## src/rtl/regbank_alu_arbiter_pkg.sv

```systemverilog
// Shared types for the register-bank/ALU arbiter.
// Holds the sequencer states, the default widths and the request bundle.
package regbank_alu_pkg;

  localparam int ADDR_W = 4;
  localparam int FUNC_W = 4;
  localparam int DATA_W = 32;

  typedef enum logic [2:0] {
    S_IDLE,
    S_READ,
    S_WRITE,
    S_SETTLE,
    S_OUT_LO,
    S_OUT_HI
  } state_t;

  typedef struct packed {
    logic [FUNC_W-1:0] func;
    logic [ADDR_W-1:0] src1;
    logic [ADDR_W-1:0] src2;
    logic [ADDR_W-1:0] dst;
  } req_t;

endpackage

```

## src/rtl/regbank_alu_arbiter_if.sv

```systemverilog
// Request-side valid/ready handshake for one requester.
// The master drives the operation; the slave returns the grant.
interface regbank_alu_arbiter_if #(
  parameter int ADDR_W = regbank_alu_pkg::ADDR_W,
  parameter int FUNC_W = regbank_alu_pkg::FUNC_W
);

  logic              valid;
  logic              ready;
  logic [FUNC_W-1:0] func;
  logic [ADDR_W-1:0] src1;
  logic [ADDR_W-1:0] src2;
  logic [ADDR_W-1:0] dst;

  modport master (
    output valid, func, src1, src2, dst,
    input  ready
  );

  modport slave (
    input  valid, func, src1, src2, dst,
    output ready
  );

endinterface

```

## src/rtl/regbank_alu_arbiter_rr_arbiter2.sv

```systemverilog
// Two-way round-robin grant.
// The pointer remembers the last winner and moves only on an accept.
module rr_arbiter2 (
  input  logic       i_clk,
  input  logic       i_rst_n,
  input  logic [1:0] i_valid,
  input  logic       i_accept,
  output logic       o_gnt_valid,
  output logic       o_gnt_id
);

  logic r_ptr;

  always_comb begin
    o_gnt_valid = |i_valid;
    o_gnt_id    = 1'b0;
    unique case (1'b1)
      (i_valid == 2'b11): o_gnt_id = ~r_ptr;
      (i_valid == 2'b10): o_gnt_id = 1'b1;
      default:            o_gnt_id = 1'b0;
    endcase
  end

  always_ff @(posedge i_clk) begin
    if (!i_rst_n) begin
      r_ptr <= 1'b1;
    end else if (i_accept) begin
      r_ptr <= o_gnt_id;
    end
  end

endmodule

```

## src/rtl/regbank_alu_arbiter.sv

```systemverilog
// Shares one register-bank/ALU datapath between two requesters.
// Sequences read, write and settle, then returns the result in two beats.
module regbank_alu_arbiter #(
  parameter int ADDR_W = regbank_alu_pkg::ADDR_W,
  parameter int FUNC_W = regbank_alu_pkg::FUNC_W,
  parameter int DATA_W = regbank_alu_pkg::DATA_W
) (
  input  logic                  i_clk,
  input  logic                  i_rst_n,
  regbank_alu_arbiter_if.slave  i_req0,
  regbank_alu_arbiter_if.slave  i_req1,
  output logic                  o_rb_read,
  output logic                  o_rb_write,
  output logic [ADDR_W-1:0]     o_rb_src1,
  output logic [ADDR_W-1:0]     o_rb_src2,
  output logic [ADDR_W-1:0]     o_rb_dst,
  output logic [FUNC_W-1:0]     o_alu_func,
  input  logic [DATA_W-1:0]     i_rb_rdata,
  output logic [DATA_W/2-1:0]   o_out,
  output logic                  o_out_valid,
  output logic                  o_out_last,
  output logic                  o_out_id
);

  import regbank_alu_pkg::*;

  localparam int HALF = DATA_W / 2;

  state_t            r_state;
  state_t            w_next;
  logic              w_gnt_valid;
  logic              w_gnt_id;
  logic              w_accept;
  logic              w_idle;
  logic [FUNC_W-1:0] w_func;
  logic [ADDR_W-1:0] w_src1;
  logic [ADDR_W-1:0] w_src2;
  logic [ADDR_W-1:0] w_dst;

  logic              r_rb_read;
  logic              r_rb_write;
  logic [FUNC_W-1:0] r_func;
  logic [ADDR_W-1:0] r_src1;
  logic [ADDR_W-1:0] r_src2;
  logic [ADDR_W-1:0] r_dst;
  logic              r_id;
  logic [HALF-1:0]   r_out;
  logic              r_out_valid;
  logic              r_out_last;
  logic              r_out_id;

  rr_arbiter2 u_arb (
    .i_clk       (i_clk),
    .i_rst_n     (i_rst_n),
    .i_valid     ({i_req1.valid, i_req0.valid}),
    .i_accept    (w_accept),
    .o_gnt_valid (w_gnt_valid),
    .o_gnt_id    (w_gnt_id)
  );

  assign w_idle       = (r_state == S_IDLE);
  assign w_accept     = w_idle && w_gnt_valid;
  assign i_req0.ready = w_accept && !w_gnt_id;
  assign i_req1.ready = w_accept && w_gnt_id;

  always_comb begin
    w_func = i_req0.func;
    w_src1 = i_req0.src1;
    w_src2 = i_req0.src2;
    w_dst  = i_req0.dst;
    if (w_gnt_id) begin
      w_func = i_req1.func;
      w_src1 = i_req1.src1;
      w_src2 = i_req1.src2;
      w_dst  = i_req1.dst;
    end
  end

  always_comb begin
    w_next = r_state;
    unique case (r_state)
      S_IDLE:   if (w_accept) w_next = S_READ;
      S_READ:   w_next = S_WRITE;
      S_WRITE:  w_next = S_SETTLE;
      S_SETTLE: w_next = S_OUT_LO;
      S_OUT_LO: w_next = S_OUT_HI;
      S_OUT_HI: w_next = S_IDLE;
      default:  w_next = S_IDLE;
    endcase
  end

  always_ff @(posedge i_clk) begin
    if (!i_rst_n) begin
      r_state     <= S_IDLE;
      r_rb_read   <= 1'b0;
      r_rb_write  <= 1'b0;
      r_func      <= '0;
      r_src1      <= '0;
      r_src2      <= '0;
      r_dst       <= '0;
      r_id        <= 1'b0;
      r_out       <= '0;
      r_out_valid <= 1'b0;
      r_out_last  <= 1'b0;
      r_out_id    <= 1'b0;
    end else begin
      r_state     <= w_next;
      r_rb_read   <= (w_next == S_READ);
      r_rb_write  <= (w_next == S_WRITE);
      r_out_valid <= (w_next == S_OUT_LO) || (w_next == S_OUT_HI);
      r_out_last  <= (w_next == S_OUT_HI);
      r_out_id    <= ((w_next == S_OUT_LO) || (w_next == S_OUT_HI)) && r_id;
      if (w_next == S_OUT_LO) begin
        r_out <= i_rb_rdata[HALF-1:0];
      end else if (w_next == S_OUT_HI) begin
        r_out <= i_rb_rdata[DATA_W-1:HALF];
      end else begin
        r_out <= '0;
      end
      if (w_accept) begin
        r_func <= w_func;
        r_src1 <= w_src1;
        r_src2 <= w_src2;
        r_dst  <= w_dst;
        r_id   <= w_gnt_id;
      end
    end
  end

  // A reset seen during WRITE must suppress the write landing on that edge
  assign o_rb_write  = r_rb_write && i_rst_n;
  assign o_rb_read   = r_rb_read;
  assign o_rb_src1   = r_src1;
  assign o_rb_src2   = r_src2;
  assign o_rb_dst    = r_dst;
  assign o_alu_func  = r_func;
  assign o_out       = r_out;
  assign o_out_valid = r_out_valid;
  assign o_out_last  = r_out_last;
  assign o_out_id    = r_out_id;

endmodule
```

## src/flat_wrapper.sv

```systemverilog
// flat-port wrapper written by rule: the top's interface ports become plain ports
module regbank_alu_arbiter_flat import regbank_alu_pkg::*;
#(
  parameter int ADDR_W = regbank_alu_pkg::ADDR_W,
  parameter int FUNC_W = regbank_alu_pkg::FUNC_W,
  parameter int DATA_W = regbank_alu_pkg::DATA_W
)
  (i_clk, i_rst_n, o_rb_read, o_rb_write, o_rb_src1, o_rb_src2, o_rb_dst, o_alu_func, i_rb_rdata, o_out, o_out_valid, o_out_last, o_out_id, i_req0_valid, i_req0_func, i_req0_src1, i_req0_src2, i_req0_dst, i_req0_ready, i_req1_valid, i_req1_func, i_req1_src1, i_req1_src2, i_req1_dst, i_req1_ready);
  regbank_alu_arbiter_if #(.ADDR_W(ADDR_W), .FUNC_W(FUNC_W)) i_req0_i ();
  regbank_alu_arbiter_if #(.ADDR_W(ADDR_W), .FUNC_W(FUNC_W)) i_req1_i ();
  input  logic i_clk;
  input  logic i_rst_n;
  output logic o_rb_read;
  output logic o_rb_write;
  output logic [ADDR_W-1:0] o_rb_src1;
  output logic [ADDR_W-1:0] o_rb_src2;
  output logic [ADDR_W-1:0] o_rb_dst;
  output logic [FUNC_W-1:0] o_alu_func;
  input  logic [DATA_W-1:0] i_rb_rdata;
  output logic [DATA_W/2-1:0] o_out;
  output logic o_out_valid;
  output logic o_out_last;
  output logic o_out_id;
  input wire logic [$bits(i_req0_i.valid)-1:0] i_req0_valid;
  input wire logic [$bits(i_req0_i.func)-1:0] i_req0_func;
  input wire logic [$bits(i_req0_i.src1)-1:0] i_req0_src1;
  input wire logic [$bits(i_req0_i.src2)-1:0] i_req0_src2;
  input wire logic [$bits(i_req0_i.dst)-1:0] i_req0_dst;
  output wire logic [$bits(i_req0_i.ready)-1:0] i_req0_ready;
  input wire logic [$bits(i_req1_i.valid)-1:0] i_req1_valid;
  input wire logic [$bits(i_req1_i.func)-1:0] i_req1_func;
  input wire logic [$bits(i_req1_i.src1)-1:0] i_req1_src1;
  input wire logic [$bits(i_req1_i.src2)-1:0] i_req1_src2;
  input wire logic [$bits(i_req1_i.dst)-1:0] i_req1_dst;
  output wire logic [$bits(i_req1_i.ready)-1:0] i_req1_ready;
  assign i_req0_i.valid = i_req0_valid;
  assign i_req0_i.func = i_req0_func;
  assign i_req0_i.src1 = i_req0_src1;
  assign i_req0_i.src2 = i_req0_src2;
  assign i_req0_i.dst = i_req0_dst;
  assign i_req0_ready = i_req0_i.ready;
  assign i_req1_i.valid = i_req1_valid;
  assign i_req1_i.func = i_req1_func;
  assign i_req1_i.src1 = i_req1_src1;
  assign i_req1_i.src2 = i_req1_src2;
  assign i_req1_i.dst = i_req1_dst;
  assign i_req1_ready = i_req1_i.ready;
  regbank_alu_arbiter #(.ADDR_W(ADDR_W), .FUNC_W(FUNC_W), .DATA_W(DATA_W)) u_core (.i_clk(i_clk), .i_rst_n(i_rst_n), .i_req0(i_req0_i), .i_req1(i_req1_i), .o_rb_read(o_rb_read), .o_rb_write(o_rb_write), .o_rb_src1(o_rb_src1), .o_rb_src2(o_rb_src2), .o_rb_dst(o_rb_dst), .o_alu_func(o_alu_func), .i_rb_rdata(i_rb_rdata), .o_out(o_out), .o_out_valid(o_out_valid), .o_out_last(o_out_last), .o_out_id(o_out_id));
endmodule
```

## config.mk

```make
export PLATFORM = sky130hd
export DESIGN_NAME = regbank_alu_arbiter_flat
export DESIGN_NICKNAME = d
export VERILOG_FILES = /design/src/rtl/regbank_alu_arbiter_pkg.sv /design/src/rtl/regbank_alu_arbiter_if.sv /design/src/rtl/regbank_alu_arbiter_rr_arbiter2.sv /design/src/rtl/regbank_alu_arbiter.sv /design/src/flat_wrapper.sv
export SDC_FILE = /design/constraint.sdc
export NUM_CORES = 1
export LEC_CHECK = 0
export CORE_UTILIZATION = 58
export CTS_BUF_LIST = sky130_fd_sc_hd__clkbuf_4 sky130_fd_sc_hd__clkbuf_8
export CTS_CLUSTER_SIZE = 14
export DETAILED_ROUTE_END_ITERATION = 16
export DONT_BUFFER_PORTS = 1
export GPL_TIMING_DRIVEN = 0
export PLACE_DENSITY = 0.83
export SYNTH_ARGS = -nofsm -noshare
export SYNTH_HDL_FRONTEND = slang
export SYNTH_SLANG_ARGS = --single-unit
export TNS_END_PERCENT = 100
```

## constraint.sdc

```tcl
create_clock -name i_clk -period 1.5 [get_ports i_clk]
set_input_delay 0.45 -clock i_clk [delete_from_list [all_inputs] [get_ports i_clk]]
set_output_delay 0.45 -clock i_clk [all_outputs]
set_load 0.02 [all_outputs]
```

==> flow_summary_export.csv <==
group,metric,value,unit
worst_setup_path,r2r_setup_slack,-0.05,ns
worst_setup_path,r2r_start,"u_core.u_arb.r_ptr$_SDFFE_PN1P_",
logic_synthesis,syn_inst,164,
finish,n_fill_cell,181,
logic_synthesis,synth_top_family_by_area,"compound AO/OA/AOI/OAI gates",
power_and_ir_drop,switching_share,0.304,
outcome,status,"complete, but fails checks",
sta,period_share,1.20,
logic_synthesis,synth_adder_area_share,0,
worst_setup_path,crit_chain,"nor3_4, and3_4, buf_8",
place,dpl_cell_area,0.00164,mm²
power_and_ir_drop,leakage,0.886,nW
logic_synthesis,synth_compound_area_frac,0.222,
cts,cts_buffer_depth,2,
place,portBuffers,0,
flow_run,maxCapViolations,0,
routing,wl,3650,µm
global_route,grt_first_pass_wirelength,4670,µm
logic_synthesis,yosysSeqAreaShare,0.532,
power_and_ir_drop,sequentialPowerShare,0.590,
sta,relSlewSlack,0.771,
worst_hold_path,hold_path_class,"in -> reg",
sta,max_slew.worst_pin.slew,0.341,ns
outcome,violations,"negative setup slack",
cts,htree_num_levels,2,
worst_setup_path,cp.arrival,1.34,ns
cts,numCtsBuffers,5,
cts,cts_tree,"yes",
finish,area_growth,18.1,%
worst_hold_path,worstHoldStart,"i_rb_rdata[8]",
global_route,grt_pass1_vias,1104,
worst_setup_path,max_stage_delay,0.38,ns
routing,dr.first_iter.drc_count,60,
finish,seq_area,853,µm²
place,placed_cells,194,
finish,mostFrequentLayoutCells,"38 x dfxtp_1, 34 x inv_1, 18 x nand2_1",
power_and_ir_drop,combinationalPowerShare,0.184,
sta,max_freq,0.557,GHz
finish,antennaDiodeCount,0,
global_route,grt_usage,0.235,
cts,cts.root.buffer_cell,"clkbuf_4",
power_and_ir_drop,power_switching,0.742,mW
floorplan,row_count,18,
logic_synthesis,syn_area,0.00158,mm²
logic_synthesis,ys_warn_count,0,
worst_setup_path,worst-setup-path-type,"reg -> out",
global_route,grt_max_degree,14,
routing,drc,0,
routing,via_per_inst,6.02,
cts,clk_latency,0.34,ns
logic_synthesis,synthMuxAreaShare,0,
floorplan,coreArea,0.00252,mm²
logic_synthesis,synth-seq-cells,42,
floorplan,pin_count,107,
global_route,grt-ovfl-total,0,
logic_synthesis,synth_xor_area_frac,0.00554,
worst_setup_path,critPathSlowestCell,"dfxtp_4",
power_and_ir_drop,clkPwrFrac,0.226,
cts,hold_buffers,0,
routing,vias,1277,
power_and_ir_drop,power_density,1310,mW/mm²
logic_synthesis,synth_area_per_cell,9.64,µm²
finish,stdcell_area,0.00187,mm²
worst_setup_path,crit_path_end_kind,"output pin",
routing,drtPass1Iterations,6,
worst_setup_path,reg2reg_to,"u_core.o_rb_src2[1]$_SDFFE_PN0P_",
worst_hold_path,min_path_cells,1,
worst_setup_path,crit_path_start_kind,"register",
logic_synthesis,synth_cell_types,26,
power_and_ir_drop,p_int,1.70,mW
worst_setup_path,crit_fanout,5,
worst_hold_path,hold-path-endpoint,"u_core.o_out[8]$_SDFF_PN0_",
finish,final_layout_size_suffix_gt1_frac,0.220,
place,hpwl,2430,µm
sta,tns,-0.772,ns
cts,path_clk_slew,0.12,ns
sta,period_minus_slack,1.79,ns
global_route,antenna_found_initial,0,
finish,multiInputGateArea,556,µm²
sta,final.setup.worst_slack,-0.294,ns
finish,nNetsFinal,249,
sta,timing_hold_violations_final,0,
worst_setup_path,worstPathRequired,1.05,ns
sta,grt_setup_unrepaired,"yes",
logic_synthesis,synthSimpleGateAreaFrac,0.107,
finish,layout_commonest_cell,"dfxtp_1",
sta,drv_slew,0,
sta,finalClockSkew,0.00562,ns
floorplan,fp.dieW,54.2,µm
cts,cts_sinks,42,
power_and_ir_drop,vdd_ir_drop_max,1030,µV
floorplan,fp.dieArea,0.00294,mm²
floorplan,die_h,54.2,µm
routing,wl_per_cell,17.2,µm
power_and_ir_drop,total_power,2.44,mW
floorplan,initial_utilization,0.626,
finish,final_cell_count_no_fill,212,
routing,drtAntennaViolNets,0,
sta,finalSetupViolCount,7,
logic_synthesis,synth_nets,232,
worst_setup_path,r2r_cells,6,
place,place_congestion,0.817,
layout make-up:
type	count	area share
flip-flops and latches	42	0.457
multi-input cells	75	0.298
repair buffers	15	0.0891
inverters	34	0.0684
plain buffers	8	0.0362
clock buffers	6	0.0241
well taps	30	0.0201
clock inverters	2	0.00737
logic make-up after synthesis:
logic type             count (synthesis)
AO/OA/AOI/OAI                         40
AND/OR/NAND/NOR                       34
XOR/XNOR                               1
flip-flops                            42
buffers and inverters                 47
how the worst max path moves through the flow:
stage,from,end,slack (ns),depth (start not counted)
finish,u_core.r_state[1]$_SDFF_PN0_,i_req0_ready,-0.29,3
global route,u_core.r_state[1]$_SDFF_PN0_,i_req0_ready,-0.38,3
CTS,u_core.r_state[0]$_SDFF_PN0_,i_req0_ready,-0.27,3
detailed placement,i_rst_n,u_core.o_rb_dst[3]$_SDFFE_PN0P_,-0.13,4
global placement,u_core.r_state[1]$_SDFF_PN0_,i_req1_ready,-0.07,5
floorplan,u_core.r_state[1]$_SDFF_PN0_,i_req1_ready,0.003,5
power groups by stage:
stage	clock network (mW)	logic (mW)	registers, mW
floorplan	0	0.270	1.44
global placement	0	0.300	1.45
detailed placement	0	0.319	1.46
CTS	0.562	0.404	1.44
global route	0.612	0.481	1.46
finish	0.552	0.448	1.44
timing repair:
action	in CTS	in global routing
pin swaps	4	7
buffers inserted	11	4
gates cloned	2	0
gates resized for setup	11	8
setup endpoints to repair	22	25
stage by stage:
stage,util,setup slack [ns],hold slack (ns)
CTS,0.721,-0.271,0.208
global route,0.740,-0.376,0.194
finish,0.740,-0.294,0.216
detailed placement,0.651,-0.133,0.457
global placement,0.651,-0.0750,0.460
floorplan,-,0.00284,0.423
worst max-delay path, delay by kind of cell, from the launching register on:
family        cells  cell delay [ns]
simple gates      2             0.49
buf+inv           1             0.13
flops             1             0.38
flip-flops by register name (all words and copies together) (netlist names):
name / count
u_core.r_rb_write: 1
u_core.o_out: 16
u_core.o_out_valid: 1
u_core.o_rb_src2: 4
u_core.o_rb_dst: 4
u_core.o_rb_read: 1
u_core.r_state: 3
u_core.o_out_last: 1
u_core.o_out_id: 1
u_core.o_alu_func: 4
u_core.r_id: 1
u_core.o_rb_src1: 4
u_core.u_arb.r_ptr: 1
per-layer routing:
metal,track usage,vias to the layer above,routed length (µm)
li1,-,603,-
met1,0.231,592,1370
met2,0.429,74,1940
met3,0.0650,8,266
met4,0.141,0,64
met5,0,-,0
cell usage after synthesis:
cell type / n / area, µm²
dfxtp_1: 42 / 841
buf_2: 6 / 30.0
a22o_1: 16 / 140
o211ai_1: 1 / 7.51
clkbuf_1: 2 / 7.51
nor4_1: 1 / 6.26
buf_4: 3 / 22.5
nand2b_1: 1 / 6.26
buf_6: 2 / 22.5
nor2_1: 2 / 7.51
inv_1: 34 / 128
nand3b_1: 1 / 7.51
xnor2_1: 1 / 8.76
o21ai_0: 1 / 5.00
nor2b_1: 1 / 6.26
and2_1: 2 / 12.5
a21oi_1: 3 / 15.0
and3_1: 5 / 31.3
a222oi_1: 16 / 160
a21boi_0: 1 / 7.51
or3b_1: 1 / 8.76
nand2_1: 18 / 67.6
nor3_2: 1 / 10.0
o21a_1: 1 / 7.51
nor3_1: 1 / 5.00
a2111oi_0: 1 / 8.76
No activity file was read; power rests on OpenSTA's default activity.
